**src/rtl/tdc_therm_decoder.sv**
```systemverilog
// TDC thermometer decoder: captures the delay-line word on a start strobe,
// removes single-bit bubbles with a 3-tap majority filter and reports the popcount.
module tdc_therm_decoder #(
  parameter int N     = 64,
  parameter int OUT_W = $clog2(N+1)
) (
  input  logic             clk_i,
  input  logic             rst_i,
  input  logic [N-1:0]     dl_i,
  input  logic             start_i,
  output logic             busy_o,
  output logic             valid_o,
  input  logic             ready_i,
  output logic [OUT_W-1:0] count_o,
  output logic             ovf_o,
  output logic             zero_o,
  output logic             bubble_o
);

  typedef enum logic [2:0] {
    IDLE    = 3'd0,
    CAPTURE = 3'd1,
    CORRECT = 3'd2,
    COUNT   = 3'd3,
    VALID   = 3'd4
  } state_t;

  state_t           state;
  logic [N-1:0]     raw;
  logic [N-1:0]     corr;
  logic             bubble_r;
  logic [N-1:0]     maj;
  logic [N+1:0]     ext;
  logic [OUT_W-1:0] pop;

  // Virtual taps: one before the line is always 1, one past the end is always 0.
  assign ext = {1'b0, raw, 1'b1};

  generate
    for (genvar gi = 0; gi < N; gi++) begin : g_maj
      assign maj[gi] = (ext[gi] & ext[gi+1]) |
                       (ext[gi] & ext[gi+2]) |
                       (ext[gi+1] & ext[gi+2]);
    end
  endgenerate

  always_comb begin
    pop = '0;
    for (int i = 0; i < N; i++) begin
      pop = pop + OUT_W'(corr[i]);
    end
  end

  always_ff @(posedge clk_i or posedge rst_i) begin
    if (rst_i) begin
      state    <= IDLE;
      raw      <= '0;
      corr     <= '0;
      bubble_r <= 1'b0;
      count_o  <= '0;
      ovf_o    <= 1'b0;
      zero_o   <= 1'b0;
      bubble_o <= 1'b0;
      busy_o   <= 1'b0;
      valid_o  <= 1'b0;
    end else begin
      case (state)
        IDLE: begin
          if (start_i) begin
            state  <= CAPTURE;
            busy_o <= 1'b1;
          end
        end
        CAPTURE: begin
          raw   <= dl_i;
          state <= CORRECT;
        end
        CORRECT: begin
          corr     <= maj;
          bubble_r <= (maj != raw);
          state    <= COUNT;
        end
        COUNT: begin
          count_o  <= pop;
          ovf_o    <= &corr;
          zero_o   <= ~|corr;
          bubble_o <= bubble_r;
          valid_o  <= 1'b1;
          state    <= VALID;
        end
        VALID: begin
          // Result fields stay as they are after the handshake until the next COUNT.
          if (ready_i) begin
            valid_o <= 1'b0;
            busy_o  <= 1'b0;
            state   <= IDLE;
          end
        end
        default: begin
          valid_o <= 1'b0;
          busy_o  <= 1'b0;
          state   <= IDLE;
        end
      endcase
    end
  end

endmodule
```
**config.mk**
```make
export PLATFORM = sky130hd
export DESIGN_NAME = tdc_therm_decoder
export DESIGN_NICKNAME = d
export VERILOG_FILES = /design/src/rtl/tdc_therm_decoder.sv
export SDC_FILE = /design/constraint.sdc
export NUM_CORES = 1
export LEC_CHECK = 0
export BUFFER_PORTS_ARGS = -buffer_cell sky130_fd_sc_hd__buf_2
export CAP_MARGIN = 20
export CORE_MARGIN = 4
export CORE_UTILIZATION = 25
export DETAILED_ROUTE_END_ITERATION = 10
export PLACE_DENSITY = 0.46
export SLEW_MARGIN = 20
export SYNTH_ARGS = -nofsm -noshare
export SYNTH_HDL_FRONTEND = slang
export SYNTH_SLANG_ARGS = --single-unit
```
**constraint.sdc**
```tcl
create_clock -name clk_i -period 5.5 [get_ports clk_i]
set_input_delay 0.55 -clock clk_i [delete_from_list [all_inputs] [get_ports clk_i]]
set_output_delay 0.55 -clock clk_i [all_outputs]
set_load 0.02 [all_outputs]
```
Yosys cells after proc, flatten, opt, wreduce, memory -nomap -nowiden. Index checks and enable logic that the tools add are counted.

Input port bits: 68. Word-level logic and storage cells: 349. Register bits: 144. Output and inout bits: 12.

Reductions and logical operators: 9. Muxes and demuxes: 7. Eq/ne operators: 7. Bitwise operators: 253. $add $sub $neg: 63.

Operators with widths (count): adder 7 x 1 -> 7 bit (57); OR 1 bit (126); AND 1 bit (125); inequality test 64 bit (1); AND reduction 64 bit (1); OR reduction 64 bit (1); one-hot mux 3 bit (5 select lines) (1); adder 6 x 1 -> 7 bit (1); adder 5 x 1 -> 6 bit (1); == test 3 x 2 -> 1 bit, second input constant (2); 2-to-1 mux 3 bit (2); one-hot mux 1 bit (3 select lines) (2); OR reduction 3 bit (2); adder 4 x 1 -> 5 bit (1); adder 3 x 1 -> 4 bit (1); inequality test 2 bit, second input constant (2); AND reduction 2 bit (2); adder 2 x 1 -> 3 bit (1); == test 3 x 1 -> 1 bit, second input constant (1); == test 3 bit, second input constant (1); zero test 3 bit (1); AND reduction 3 bit (1); adder 1 x 1 -> 2 bit (1); 2-to-1 mux 1 bit (2); 2 further kinds (3).

Longest topological paths before layout. Gate-level depths: netlist (run 1).

Word-level depth: 63. Gate-level depth with buffers: 22.

Least setup slack after synthesis (run 1). No wires, ideal clock.

Kind: flip-flop to flip-flop. Start point: reg corr[53]. End point: reg count_o[6]. Arrival time: 5.634 ns. Library setup time: 0.136 ns. Path buffers: 0. Cell stages (with the launch flop): 23. Setup slack: -0.270 ns. Path through: dfrtp_1 -> inv_1 -> fa_1 -> inv_1 -> fa_1 -> inv_1 -> fa_1 -> inv_1 -> fa_1 -> fa_1 -> fa_1 -> inv_1 -> fa_1 -> fa_1 -> inv_1 -> ha_1 -> fa_1 -> a21oi_1 -> o21bai_1 -> a21oi_1 -> nor2_1 -> nor2_1 -> o21ai_0.

Word-level cells in the longest chain between the ends: 11.

RTL lines: start, declared (RTL line 30) `logic [N-1:0] corr;`; start signal, assigned (RTL line 79) `corr <= maj;`; adder 7 x 1 -> 7 bit (11 in a row) (RTL line 50) `pop = pop + OUT_W'(corr[i]);`; end signal, assigned (RTL line 84) `count_o <= pop;`; end, declared (RTL line 14) `output logic [OUT_W-1:0] count_o,`.

No other way between the ends. A chain may end at the register's enable or synchronous reset.

Worst setup path after layout (run 1).
Start point: reg corr[47]. End point: reg count_o[6].

Word-level cells in the longest chain between the ends: 17.

RTL lines (RTL line): adder 7 x 1 -> 7 bit (17 in a row) (50).

No other way between the ends.

==> results of run 1 <==
worst reg2reg max path, cell delays in order (launching register included):
cell      delay, ns
dfrtp_1        0.36
inv_2          0.05
fa_1           0.52
inv_1          0.06
fa_2           0.51
inv_1          0.05
fa_1           0.47
inv_1          0.05
fa_2           0.55
fa_1           0.43
fa_1           0.51
inv_1          0.05
fa_2           0.41
fa_1           0.48
inv_1          0.04
ha_2           0.17
fa_2           0.35
a21oi_2        0.14
o21bai_2       0.11
a21oi_2        0.14
nor2_1         0.05
nor2_1         0.08
o21ai_1        0.06
metrics by stage:
step	setup TNS, ns	instances
3_5_place_dp	-1.18	1443
5_1_grt	-2.09	1477
6_report	-0.896	1477
4_1_cts	-1.11	1476
3_3_place_gp	-0.958	1443
2_1_floorplan	-0.305	927
state kept, by name (all words and copies together) (netlist names):
register  flops
valid_o       1
ovf_o         1
zero_o        1
count_o       7
raw          64
busy_o        1
bubble_o      1
bubble_r      1
corr         64
state         3
timing repair:
item                                    in CTS  in global routing
setup buffers                                2                  1
pin swaps                                    6                  9
resized for setup                            3                 17
endpoints found under the setup margin       6                  6
cell usage in the layout (no fill, tap or decap), types with 39 or more instances in the layout:
cell type	instances
a21oi_1	75
nor2_1	65
buf_2	79
nand2_1	105
buf_4	52
o21ai_0	44
inv_1	93
o31ai_1	60
mux2_2	39
fa_1	48
dfrtp_1	144
cells by family (layout without fill, tap and decap cells):
family                     count (synthesis)  count (layout)
and+or+nand+nor                          259             259
AOI/OAI and AO/OA                        233             233
buffers and inverters                    173             268
DFF                                      144             144
adders and majority gates                 74              74
muxes                                     40              40
xor gates and xnor gates                   4               4
cell type report:
| type | count | share of cell area |
|---|---|---|
| Multi-Input combinational cell | 610 | 0.433 |
| Clock buffer | 18 | 0.0407 |
| Sequential cell | 144 | 0.342 |
| Clock inverter | 13 | 0.0177 |
| Tap cell | 455 | 0.0540 |
| Timing Repair Buffer | 132 | 0.0756 |
| Inverter | 105 | 0.0378 |
layer usage:
metal / vias up / share of wire / GRT usage
li1: 3332 / - / -
met1: 3333 / 0.48 / 0.197
met2: 162 / 0.46 / 0.223
met3: 29 / 0.035 / 0.0232
met4: 0 / 0.027 / 0.0530
met5: - / 0 / 0
worst paths after layout:
| path | from | to | slack (ns) |
|---|---|---|---|
| worst max-delay path | corr[47]$_DFFE_PP0P_ | count_o[6]$_DFFE_PP0P_ | -0.28 |
| worst min-delay path | rst_i | busy_o$_DFFE_PP0P_ | 0.25 |
| worst max register to register | corr[47]$_DFFE_PP0P_ | count_o[6]$_DFFE_PP0P_ | -0.28 |
| worst min register to register | count_o[2]$_DFFE_PP0P_ | count_o[2]$_DFFE_PP0P_ | 0.48 |
| max in group asynchronous | rst_i | raw[61]$_DFFE_PP0P_ | 3.87 |
| min in group clk_i | dl_i[50] | raw[50]$_DFFE_PP0P_ | 0.32 |
==> impl_results.md, run 1 <==
- Status: finished, violations left
- Failing checks: negative setup slack
- EDFF count, synth: 0
- Netlist cell types: 57
- Synth top cells by count: dfrtp_1 (144), nand2_1 (106), inv_1 (100), a21oi_1 (79), nor2_1 (65)
- Synth area leader: dfrtp_1
- Area of the multi-input gates: 0.00456 sq mm
- Synthesized flop and latch total: 144
- Fin crit share: 1.05
- Core box area: 0.0347 sq mm
- Minimum clock period: 5.78 ns
- Required time worst endpoint: 5.79 ns
- MaxCap Viol Count: 0
- Fin Clk Skew: 0.0107 ns
- Skew-Pair Late Insertion Delay: 0.44 ns
- Worst Path Max Fanout: 2
- Wire length per cell: 18.0 um
- HP Class: input port to async pin
- Finished Core Util: 0.304
- Final Setup Violations: 6
- Antenna violations before repair: 0
- Gr usage total: 0.142
- Ratio of cells with drive above 1 in the final layout: 0.228
- First-pass GRT wire length: 41700 um
- Yosys warns: 0
- CTS tree: done
- Global placer's final weighted congestion: 0.820
- DP Wirelength: 20400 um
- Synth top area share: 0.408
- Kind of cell adding the most delay to the critical path: adder cells
- Post-Route WL: 26500 um
- Asr flop ratio synth: 1.00
- Crit path cell chain: inv_2, fa_1, inv_1, fa_2, inv_1, fa_1, inv_1, fa_2, fa_1, fa_1, inv_1, fa_2, fa_1, inv_1, ha_2, fa_2, a21oi_2, o21bai_2, a21oi_2, nor2_1, nor2_1, o21ai_1
- R2R depth: 22
- Worst EP arrival: 6.07 ns
- # clock sinks: 144
- Via count of the first global-routing pass: 7076
- Largest family of logic cells by synthesized area: compound AO/OA/AOI/OAI gates
- Via-to-Cell Ratio: 4.64
- Die W: 196 um
- WP depth: 22
- Post-synthesis compound-gate area fraction: 0.166
- Main synth FF type: dfrtp_1
- Mapped Area: 0.00883 sq mm
- Synth Area in Simple Gates: 0.139
- Area share of fa/ha/maj cells after synthesis: 0.150
- Syn Inst Count: 927
- Relative slew slack: 0.420
- Register area share after synthesis: 0.408
- Worst setup slack after layout: -0.283 ns
- Top-count cell post-synth: dfrtp_1
- Drc violations: 0
- Initial DRT Pass Iterations: 5
- Hold_buf cts: 0
- Largest net degree at the start of global routing: 83
- Cell area after placement: 0.00987 sq mm
- Syn Area/Cell: 9.52 sq um
- Max clock buf depth: 2
- Final Hold Fails: 0
- Slew Limit Fails: 0
- Dpl ws: -0.320 ns
- Layout Cell Area excl Fill: 0.0105 sq mm
- Largest cells by area after synthesis: dfrtp_1 (41%), fa_1 (12%), o31ai_1 (5.1%)
- IO Count: 80
- Post-route ant nets: 0
- Syn nets: 1066
- Total Die Area: 0.0384 sq mm
- IO Port Bufs: 79
- Worst setup SP type: flop
- Slowest-stage cell, CP: fa_2
- Worst-case hold slack: 0.251 ns
- Root buf cell: clkbuf_16
- Kind of critical path: flop to flop
- Xor/xnor share of the synthesized area: 0.00397
- RSZ-0062 raised after global routing: true
- WP buf/inv: 6
- DRT iter0 DRCs: 395
- Mux cell area share after synthesis: 0.0509
- Fmax: 173 MHz
- Reg area: 0.00360 sq mm
- Fill count: 3692
- P&R area growth vs syn: 19.5%
- H-tree levels: 4
- Max incr delay on CP: 0.55 ns
- Die H: 196 um
- Crit. End Element: flop
- Slew @ Worst Pin: 0.870 ns
- Clock buffer count from CTS: 17
- Via count: 6856
- Final net count: 1149
- Reg clk slew, reported paths: 0.06 ns
- Effective utilization at floorplan: 0.254
- FP Rows: 68
- Grt total ovfl: 0
- N_diodes: 0
Power of run 1 is left out: the tool's default activity adds up to more than one toggle a clock period on the data nets, which glitch-free logic cannot reach.
==> run 2, diff against run 1 <==
PLACE_DENSITY = 0.44   (was 0.46)
RECOVER_POWER = 100   (was unset)
clock period = 5.8 ns   (was 5.5 ns; I/O delays follow)
==> run 2 against run 1 <==
Net effect: the flow finishes with violations (max-capacitance violations, max-slew violations); die area did not move; non-clock buffer count fell by 6; global-route usage grew 0.093 points; sequential share of layout area is 0.59 points higher; wire length is 0.32% higher.
==> impl_results.md, run 2 (synthesis results as in run 1) <==
- Status: finished, violations left
- Failing checks: max-capacitance violations, max-slew violations
- Largest registers: corr: 64 flops, raw: 64 flops, count_o: 7 flops
- Fin Clk Skew: 0.0108 ns
- Root buf cell: clkbuf_16
- HP Class: input port to flop
- # clock sinks: 144
- Max clock buf depth: 2
- Kind of cell adding the most delay to the critical path: adder cells
- Fin crit share: 0.985
- Final net count: 1143
- HP Start: dl_i[47]
- Top cell by count, worst path: fa_1
- Antenna violations before repair: 0
- Setup TNS Final: 0 ns
- Fill count: 3747
- Wire length per cell: 18.1 um
- DP Wirelength: 20600 um
- Post-Route WL: 26600 um
- Most common cell after layout, fill and taps aside: dfrtp_1
- Total Die Area: 0.0384 sq mm
- Crit path cell chain: fa_1, inv_1, fa_1, inv_1, fa_1, fa_1, fa_1, fa_1, inv_1, fa_1, fa_1, inv_1, ha_2, fa_2, a21oi_2, o21bai_1, a21oi_1, nor2_1, nor2_1, o21ai_1
- Reg clk slew, reported paths: 0.07 ns
- Slew @ Worst Pin: 4.01 ns
- IO Count: 80
- Global placer's final weighted congestion: 0.804
- Die H: 196 um
- Initial DRT Pass Iterations: 5
- RSZ-0062 raised after global routing: true
- Cells after DPL: 1439
- Worst Path Max Fanout: 2
- Relative slew slack: -1.67
- Max incr delay on CP: 0.54 ns
- R2R Setup Slk: 0.09 ns
- Via-to-Cell Ratio: 4.63
- Worst setup slack after layout: 0.0862 ns
- Die W: 196 um
- Drc violations: 0
- Worst setup SP type: flop
- Most frequent cells in the layout: dfrtp_1 (144), nand2_1 (106), inv_1 (99), a21oi_1 (78), buf_2 (67)
- Fmax: 175 MHz
- First-pass GRT wire length: 41700 um
- Hold Path End: raw[47]$_DFFE_PP0P_
- Finished Core Util: 0.299
- DRT iter0 DRCs: 477
- Minimum clock period: 5.71 ns
- Worst EP arrival: 6.04 ns
- Ratio of cells with drive above 1 in the final layout: 0.189
- Crit. End Element: flop
- Via count: 6808
- R2R Path End: count_o[6]$_DFFE_PP0P_
- Core box area: 0.0347 sq mm
- WP buf/inv: 4
- N_diodes: 0
- P&R area growth vs syn: 17.4%
- Dpl ws: -0.151 ns
- Required time worst endpoint: 6.12 ns
- Slowest-stage cell, CP: fa_1
- Slew Limit Fails: 309
- Post-route ant nets: 0
- Largest net degree at the start of global routing: 98
- MaxCap Viol Count: 4
- Hold Crit Depth: 3
- R2r startpoint: corr[41]$_DFFE_PP0P_
- R2R depth: 20
- Final Non-Filler Cells: 1471
- Effective utilization at floorplan: 0.254
- Via count of the first global-routing pass: 6910
- Grt total ovfl: 0
- IO Port Bufs: 79
- Skew-Pair Late Insertion Delay: 0.44 ns
- Kind of critical path: flop to flop
- Clock buffer count from CTS: 17
- Gr usage total: 0.143
- CTS tree: done
- H-tree levels: 4
- Final Setup Violations: 0
- Final Hold Fails: 0
- FP Rows: 68
==> run 2: cell types whose count changed in the layout (fill, tap and decap cells not counted), sizes merged <==
cell,change
clkbuf,+19
bufinv,-2
clkinvlp,+3
buf,-24
clkinv,-2
==> run 2: worst register-to-register path: stages (launching register included) <==
cell and delay [ns]:
dfrtp_1 0.40, fa_1 0.53, inv_1 0.06, fa_1 0.51
inv_1 0.05, fa_1 0.49, fa_1 0.54, fa_1 0.44
fa_1 0.49, inv_1 0.04, fa_1 0.44, fa_1 0.49
inv_1 0.04, ha_2 0.17, fa_2 0.35, a21oi_2 0.12
o21bai_1 0.08, a21oi_1 0.15, nor2_1 0.05, nor2_1 0.08
o21ai_1 0.06
==> run 2: how the worst max path moves through the flow <==
stage                     slack, ns                      to  cells past startpoint                  from
after floorplan                0.03  count_o[6]$_DFFE_PP0P_                     22  corr[53]$_DFFE_PP0P_
after global placement        -0.11  count_o[6]$_DFFE_PP0P_                     20  corr[41]$_DFFE_PP0P_
after detailed placement      -0.15  count_o[6]$_DFFE_PP0P_                     20  corr[41]$_DFFE_PP0P_
after CTS                     -0.02  count_o[6]$_DFFE_PP0P_                     22  corr[47]$_DFFE_PP0P_
after global routing          -0.19  count_o[6]$_DFFE_PP0P_                     22  corr[47]$_DFFE_PP0P_
final                          0.09  count_o[6]$_DFFE_PP0P_                     20  corr[41]$_DFFE_PP0P_
==> run 2: what timing repair did <==
action | 4_1_cts | 5_1_grt
pin swaps | 7 | 4
setup endpoints to repair | 2 | 5
gates resized for setup | 4 | 3
hold buffers | 0 | 0
setup buffers | 0 | 1
==> run 2: metal layers <==
metal,up-vias,global-route usage,share of wire
li1,3324,-,-
met1,3322,0.194,0.47
met2,131,0.228,0.47
met3,31,0.0287,0.036
met4,0,0.0468,0.026
met5,-,0,0
==> run 2: metrics by stage <==
stage          hold WS [ns]  cell area, sq um
3_5_place_dp          0.468              9830
4_1_cts               0.320             10400
3_3_place_gp          0.460              9830
6_report              0.338             10400
5_1_grt               0.335             10400
2_1_floorplan         0.475              8830
==> run 2: final cells by class <==
class | instances | area [sq um] | share of cell area
Clock buffer | 19 | 433 | 0.0418
Timing Repair Buffer | 126 | 716 | 0.0690
Clock inverter | 12 | 135 | 0.0130
Sequential cell | 144 | 3600 | 0.348
Tap cell | 455 | 569 | 0.0549
Multi-Input combinational cell | 610 | 4520 | 0.436
Inverter | 105 | 394 | 0.0380
Power of run 2 is left out for the same reason.
